<file path="src/rtl/uart_pkg.sv">
// Shared UART constants, scheduler state encoding and baud divider helper.
package uart_pkg;

  localparam int unsigned UART_DATA_W     = 8;
  localparam int unsigned UART_FRAME_BITS = 10;

  typedef enum logic [1:0] {
    HOLDOFF,
    IDLE,
    SEND,
    WAIT
  } uart_sched_state_t;

  function automatic int unsigned uart_clks_per_bit(input int unsigned freq,
                                                    input int unsigned baud);
    return freq / baud;
  endfunction

endpackage

</file>
<file path="src/rtl/rr_arbiter.sv">
// Combinational arbiter: round-robin from ptr, or lowest-index-wins when
// UART_SCHED_FIXED_PRIO_EN is defined.
module rr_arbiter #(
  parameter int unsigned  N_REQ = 4,
  localparam int unsigned IDX_W = $clog2(N_REQ)
) (
  input  logic [N_REQ-1:0] req,
  input  logic [IDX_W-1:0] ptr,
  output logic [N_REQ-1:0] gnt,
  output logic [IDX_W-1:0] gnt_idx,
  output logic             gnt_valid
);

  logic [IDX_W-1:0] cand;

`ifdef UART_SCHED_FIXED_PRIO_EN
  logic unused_ptr;
  assign unused_ptr = ^ptr;
`endif

  always_comb begin
    gnt       = '0;
    gnt_idx   = '0;
    gnt_valid = 1'b0;
    cand      = '0;
    for (int unsigned k = 0; k < N_REQ; k++) begin
`ifdef UART_SCHED_FIXED_PRIO_EN
      cand = IDX_W'(k);
`else
      cand = IDX_W'((32'(ptr) + k) % N_REQ);
`endif
      if (req[cand] && !gnt_valid) begin
        gnt[cand] = 1'b1;
        gnt_idx   = cand;
        gnt_valid = 1'b1;
      end
    end
  end

endmodule

</file>
<file path="src/rtl/uart_tx_scheduler.sv">
// Shares one uart_transmitter among N_REQ byte producers, one byte per frame time.
// Define UART_SCHED_FIXED_PRIO_EN for fixed lowest-index priority instead of round-robin.
module uart_tx_scheduler
  import uart_pkg::*;
#(
  parameter int unsigned NATIVE_CLK_FREQUENCY = 100000,
  parameter int unsigned BAUDRATE             = 9600,
  parameter int unsigned N_REQ                = 4,
  parameter int unsigned GAP_CYCLES           = 0
) (
  input  logic                         clk,
  input  logic                         rst_n,
  input  logic [N_REQ-1:0]             req_valid,
  input  logic [UART_DATA_W*N_REQ-1:0] req_data,
  output logic [N_REQ-1:0]             req_ready,
  output logic                         tx_sending,
  output logic [0:UART_DATA_W-1]       tx_data,
  output logic                         busy,
  output logic [$clog2(N_REQ)-1:0]     grant_id
);

  localparam int unsigned IDX_W        = $clog2(N_REQ);
  localparam int unsigned CLKS_PER_BIT = uart_clks_per_bit(NATIVE_CLK_FREQUENCY, BAUDRATE);
  localparam int unsigned FRAME_CYCLES = UART_FRAME_BITS * CLKS_PER_BIT;
  localparam int unsigned PERIOD       = FRAME_CYCLES + GAP_CYCLES;
  localparam int unsigned CNT_W        = $clog2(FRAME_CYCLES + PERIOD);
  localparam logic [CNT_W-1:0] HOLD_INIT = CNT_W'(FRAME_CYCLES - 1);
  // Transfer edge + SEND cycle + WAIT + IDLE cycle spans exactly PERIOD cycles.
  localparam logic [CNT_W-1:0] WAIT_INIT = CNT_W'(PERIOD - 3);

  if (PERIOD < 3) begin : g_bad_period
    $error("uart_tx_scheduler: PERIOD must be at least 3");
  end
  if (N_REQ < 2 || N_REQ > 16) begin : g_bad_nreq
    $error("uart_tx_scheduler: N_REQ must be in 2..16");
  end

  uart_sched_state_t      state_q, state_d;
  logic [CNT_W-1:0]       cnt_q, cnt_d;
  logic [UART_DATA_W-1:0] tx_data_q, tx_data_d, sel_byte;
  logic [IDX_W-1:0]       grant_id_q, grant_id_d, rr_ptr, gnt_idx;
  logic [N_REQ-1:0]       gnt;
  logic                   gnt_valid;

  assign rr_ptr = (grant_id_q == IDX_W'(N_REQ - 1)) ? '0 : grant_id_q + 1'b1;

  rr_arbiter #(
    .N_REQ(N_REQ)
  ) u_arb (
    .req      (req_valid),
    .ptr      (rr_ptr),
    .gnt      (gnt),
    .gnt_idx  (gnt_idx),
    .gnt_valid(gnt_valid)
  );

  always_comb begin
    sel_byte = '0;
    for (int unsigned i = 0; i < N_REQ; i++) begin
      if (gnt[i]) sel_byte = req_data[UART_DATA_W*i +: UART_DATA_W];
    end
  end

  always_comb begin
    state_d    = state_q;
    cnt_d      = cnt_q;
    tx_data_d  = tx_data_q;
    grant_id_d = grant_id_q;
    req_ready  = '0;
    case (state_q)
      HOLDOFF, WAIT: begin
        if (cnt_q == '0) state_d = IDLE;
        else             cnt_d   = cnt_q - 1'b1;
      end
      IDLE: begin
        req_ready = gnt;
        if (gnt_valid) begin
          tx_data_d  = sel_byte;
          grant_id_d = gnt_idx;
          cnt_d      = WAIT_INIT;
          state_d    = SEND;
        end
      end
      SEND:    state_d = WAIT;
      default: state_d = HOLDOFF;
    endcase
  end

  // Reset lands in HOLDOFF so a frame cut short by reset can drain on the line.
  always_ff @(posedge clk or negedge rst_n) begin
    if (!rst_n) begin
      state_q    <= HOLDOFF;
      cnt_q      <= HOLD_INIT;
      tx_data_q  <= '0;
      grant_id_q <= IDX_W'(N_REQ - 1);
    end else begin
      state_q    <= state_d;
      cnt_q      <= cnt_d;
      tx_data_q  <= tx_data_d;
      grant_id_q <= grant_id_d;
    end
  end

  assign tx_sending = (state_q == SEND);
  assign busy       = (state_q != IDLE);
  assign tx_data    = tx_data_q;
  assign grant_id   = grant_id_q;

endmodule

</file>
<file path="config.mk">
export PLATFORM = sky130hd
export DESIGN_NAME = uart_tx_scheduler
export DESIGN_NICKNAME = d
export VERILOG_FILES = /design/src/rtl/uart_pkg.sv /design/src/rtl/rr_arbiter.sv /design/src/rtl/uart_tx_scheduler.sv
export SDC_FILE = /design/constraint.sdc
export NUM_CORES = 1
export LEC_CHECK = 0
export ABC_AREA = 1
export CORE_ASPECT_RATIO = 0.9
export CORE_UTILIZATION = 51
export DETAILED_ROUTE_END_ITERATION = 16
export GPL_ROUTABILITY_DRIVEN = 0
export HOLD_SLACK_MARGIN = 0.08
export PLACE_DENSITY = 0.87
export SLEW_MARGIN = 0
export SYNTH_ARGS = -nofsm -noshare
export SYNTH_HDL_FRONTEND = slang
export SYNTH_SLANG_ARGS = --single-unit
</file>
<file path="constraint.sdc">
create_clock -name clk -period 5 [get_ports clk]
set_clock_uncertainty 0.1 [all_clocks]
set_input_delay 0.5 -clock clk [delete_from_list [all_inputs] [get_ports clk]]
set_output_delay 0.5 -clock clk [all_outputs]
set_load 0.05 [all_outputs]
</file>
==> impl_metrics.tcl, run 1 <==
set metrics [dict create \
    crit_buf_inv 3 \
    cp_top_family "simple AND/OR/NAND/NOR gates" \
    cts-buffers-inserted 3 \
    ant_nets 0 \
    worst-r2r-cell-count 13 \
    synth_top_family_by_area "simple AND/OR/NAND/NOR gates" \
    drcViolationCount 0 \
    cts_sinks 20 \
    critPathKind "register to output pin" \
    drt-total-wl_um 4510 \
    drt_first_pass_iters 4 \
    cts.repair.resized 0 \
    synth.ff_latch_count 20 \
    r2r-start "grant_id[0]" \
    slew_viol_final 0 \
    critPathMaxFanout 17 \
    grt_max_degree 21 \
    hold_depth 2 \
    postCtsHoldBufs 0 \
    drt_iter0_markers 155 \
    core_area_um2 3380 \
    synth.area.top_cells "dfrtp_1 19%, nand2_1 13%, a21oi_1 9.4%, dfstp_2 8.7%, ha_1 7.6%" \
    dp_hpwl_um 3350 \
    clk_latency_ps 260 \
    fin_crit_sh_pct 76.8 \
    status "finished clean" \
    die_height_um 58.5 \
    num_vias 1856 \
    synthMuxAreaShare_pct 0 \
    grt_pass1_vias 1673 \
    worstPathCellList "inv_2 -> ha_1 -> nor2_1 -> nand3_2 -> nand2_4 -> nand2_4 -> nor2_8 -> nand2_2 -> nand4_4 -> nand2_1 -> inv_1 -> clkdlybuf4s50_1" \
    worstPathArrival_ps 3240 \
    cts-root-buf "clkbuf_8" \
    synth-simple-area-share_pct 37.6 \
    tritoncts "done" \
    ys_warn_count 0 \
    relSlewSlack_pct 35.2 \
    synth_xor_area_share_pct 1.45 \
    r2r-end "grant_id[0]" \
    htree_levels 1 \
    chipWidth_um 64.8 \
    whs_endpoint "cnt_q[1]" \
    min_path_type "register to register" \
    grt_antenna_before_repair 0 \
    syn_nets 305 \
    synthAdderAreaFrac_pct 7.60 \
    syn_inst 256 \
    cap_viol_max_count 0 \
    grt_overflow 0 \
    synth_top_area_share_pct 19.4 \
    yosysTopAreaCell "dfrtp_1" \
    setup_tns_ps 0 \
    fin_ws_ps 1160 \
    io_pins 54 \
    via_per_inst 5.27 \
    end_kind "output pin" \
    r2r_slack_ps 2110 \
    die_area_um2 3790 \
    slowest_delay_ps 790 \
    syn_avg_cell_area_um2 7.07 \
    period_minus_slack_ps 3840 \
    final_nets 358 \
    min_from "cnt_q[1]" \
    finalSetupViolations 0 \
    area_growth_pct 34.3 \
    layout-drive-gt1-share_pct 15.3 \
    required_ps 4400 \
    critPathMostFrequentCell "nand2_4" \
    grt_setup_unrepaired "false" \
    cts_max_path_buffers 2 \
    netlist-cell-type-count 31 \
    row_count 20 \
    start_kind "register" \
    hold_viol 0 \
    ys_seq_area_share_pct 28.1 \
    netlist_area_um2 1810 \
    floorplan.initialDensity_pct 53.6 \
    max_freq_mhz 261 \
    worst_pin_slew_ps 969 \
    synth_compound_area_share_pct 16.0 \
    wl_per_cell_um 12.8 \
    antenna_cells 0 \
    preCtsSetupSlack_ps 1470 \
    slowest_stage "clkdlybuf4s50_1" \
    track_usage_pct 24.8 \
    port-buffer-count 53 \
    post_cts_buffers 0 \
    path_clk_slew_ps 80 \
    grt_pass1_wl_um 7320 \
]
## cells by family (layout without fill, tap and decap cells)
group,count (synthesis),in the layout
simple gates,130,130
compound gates,52,52
buf+inv,40,92
flops,20,20
fa+ha+maj,11,11
xor+xnor,3,3
## worst max path at each step
stage | slack, ps | cells after the start | start | endpoint
detailed placement | 1470 | 12 | grant_id[0] | req_ready[3]
CTS | 1160 | 12 | grant_id[0] | req_ready[3]
global placement | 1550 | 12 | grant_id[0] | req_ready[3]
floorplan | 1650 | 9 | grant_id[0] | req_ready[2]
finish | 1160 | 12 | grant_id[0] | req_ready[3]
global route | 990 | 12 | grant_id[0] | req_ready[3]
## flip-flops by register name, indices dropped and copies added, names as in the netlist
name,cells
tx_data,8
grant_id,2
cnt_q,8
state_q,2
## worst min-delay path, cell delays in order, from the launching register on
cell	delay [ps]
dfstp_2	380
nand2_1	60
o31ai_1	80
## stage by stage
stage          cells  area (µm²)  hold slack [ps]  utilization, %
2_1_floorplan    256        1810              104               -
3_3_place_gp     348        2360              384            69.9
3_5_place_dp     348        2360              395            69.9
4_1_cts          352        2430              431            72.0
5_1_grt          352        2430              446            72.0
6_report         352        2430              426            72.0
## placed cells by master (no fill, tap or decap), types with 2 or more instances in the layout
master	netlist	layout
nand2_1	65	65
clkdlybuf4s50_1	0	53
a21oi_1	34	34
inv_1	27	27
nor2_1	18	18
nand3_1	15	15
dfrtp_1	14	14
nand2_2	11	11
ha_1	11	11
o21ai_0	9	9
inv_2	8	8
dfstp_2	6	6
nand3_2	4	4
nor2_4	3	3
nand2_4	3	3
xor2_1	3	3
o31ai_1	3	3
clkbuf_8	0	3
nand4_1	2	2
nand3_4	2	2
a21oi_2	2	2
or2_0	2	2
nor3_1	2	2
## area by class of cell
class | count | area, µm²
clock inverters | 1 | 30.0
multi-input cells | 196 | 1130
inverters | 35 | 131
flip-flops and latches | 20 | 508
fillers | 271 | 947
clock buffers | 3 | 41.3
repair buffers | 53 | 531
well taps | 44 | 55.1
## cell usage after synthesis, drive strengths merged
master and n:
nand2 79, a21oi 36, inv 35, nor2 23
nand3 21, dfrtp 14, ha 11, o21ai 10
dfstp 6, buf 4, nand4 3, o31ai 3
xor2 3, nor3 2, or2 2, a31oi 1
clkbuf 1, o21a 1, o311ai 1
## metal layers
layer / GRT usage (%) / wire, µm / vias to the layer above
li1: - / - / 929
met1: 31.8 / 2040 / 843
met2: 41.5 / 2160 / 78
met3: 6.20 / 267 / 6
met4: 6.98 / 37 / 0
met5: 0 / 0 / -
Power of run 1 is left out: the tool's default activity adds up to more than one toggle a clock period on the data nets, which glitch-free logic cannot reach.
==> run 2: changes to the inputs <==
CORE_UTILIZATION = 48   (was 51)
PLACE_DENSITY = 0.82   (was 0.87)
clock period = 3.55 ns   (was 5 ns; I/O delays follow)
==> impl_metrics.tcl, run 2 (synthesized netlist as in run 1, its figures left out) <==
set metrics [dict create \
    setup_tns_ps 0 \
    floorplan.initialDensity_pct 52.1 \
    worstPathArrival_ps 2640 \
    grt_pass1_vias 1679 \
    hold_depth 2 \
    critPathKind "register to output pin" \
    track_usage_pct 24.7 \
    antenna_cells 0 \
    grt_max_degree 21 \
    ant_nets 0 \
    fin_crit_sh_pct 87.2 \
    slew_viol_final 0 \
    via_per_inst 5.28 \
    wl_per_cell_um 13.0 \
    final_area_um2 2420 \
    hold_viol 0 \
    final_cell_mix "65 x nand2_1, 49 x clkdlybuf4s50_1, 34 x a21oi_1" \
    postCtsHoldBufs 0 \
    critPathMaxFanout 17 \
    worst-r2r-cell-count 14 \
    io_pins 54 \
    path_clk_slew_ps 80 \
    die_area_um2 4020 \
    cts_sinks 20 \
    place_area_um2 2350 \
    end_kind "output pin" \
    multiInputGateArea_um2 1130 \
    port-buffer-count 53 \
    start_kind "register" \
    dp_hpwl_um 3490 \
    row_count 20 \
    cts_max_path_buffers 2 \
    die_height_um 60.3 \
    chipWidth_um 66.7 \
    regArea_um2 508 \
    drt-total-wl_um 4580 \
    relSlewSlack_pct 37.4 \
    drt_first_pass_iters 4 \
    drt_iter0_markers 77 \
    fill_cells 288 \
    drcViolationCount 0 \
    cts-buffers-inserted 3 \
    post_cts_buffers 0 \
    grt_antenna_before_repair 0 \
    status "finished clean" \
    grt_overflow 0 \
    grt_pass1_wl_um 7360 \
    htree_levels 1 \
    cts.repair.resized 0 \
    num_vias 1860 \
    cts-root-buf "clkbuf_8" \
    cap_viol_max_count 0 \
    layout-drive-gt1-share_pct 16.6 \
    min_path_type "register to register" \
    mostFrequentLayoutCell "nand2_1" \
    core_area_um2 3480 \
    final_nets 358 \
    required_ps 3090 \
    tritoncts "done" \
    area_growth_pct 33.7 \
    grt_setup_unrepaired "false" \
    worst_pin_slew_ps 937 \
    period_minus_slack_ps 3100 \
    finalSetupViolations 0 \
    clk_latency_ps 270 \
    max_freq_mhz 323 \
]
run 2: cell types whose count changed in the layout (fill, tap and decap cells not counted), sizes merged:
cell           previous run  this run
clkdlybuf4s50            53        49
buf                       0         4
run 2: worst paths after layout:
check                      slack (ps)            to         from
hold reg to reg                   410      cnt_q[1]     cnt_q[1]
max in group asynchronous        2280      cnt_q[2]        rst_n
setup / recovery                  450  req_ready[3]  grant_id[0]
hold / removal                    410      cnt_q[1]     cnt_q[1]
setup reg to reg                  760      cnt_q[3]  grant_id[0]
min in group asynchronous         500    state_q[0]        rst_n
run 2: layout make-up:
class / count / share of cell area (%)
well taps: 44 / 2.27
clock inverters: 1 / 1.24
inverters: 35 / 5.43
flip-flops and latches: 20 / 21.0
clock buffers: 3 / 1.71
multi-input cells: 196 / 46.9
repair buffers: 53 / 21.5
run 2: layer usage:
metal	part of all wire [%]	global-route usage, %	up-vias	wire length [µm]
met5	0	0	-	0
met3	5.5	4.77	13	252
li1	-	-	933	-
met2	46	39.8	69	2120
met4	2.1	9.12	0	97
met1	46	32.6	845	2110
run 2: critical path, cell delays in order (launching register included):
cell,delay (ps)
dfstp_2,640
inv_2,110
ha_1,240
nor2_1,240
nand3_2,150
nand2_4,130
nand2_4,90
nor2_8,150
nand2_2,80
nand4_4,210
nand2_1,80
inv_1,60
buf_4,180
run 2: stage by stage:
step                hold slack, ps  worst slack (ps)  util, %  std cells
floorplan                    -40.6               340        -        256
global placement               385               823     67.6        348
detailed placement             396               768     67.6        348
CTS                            407               463     69.6        352
global route                   435               321     69.6        352
finish                         408               454     69.6        352
Power of run 2 is left out for the same reason.
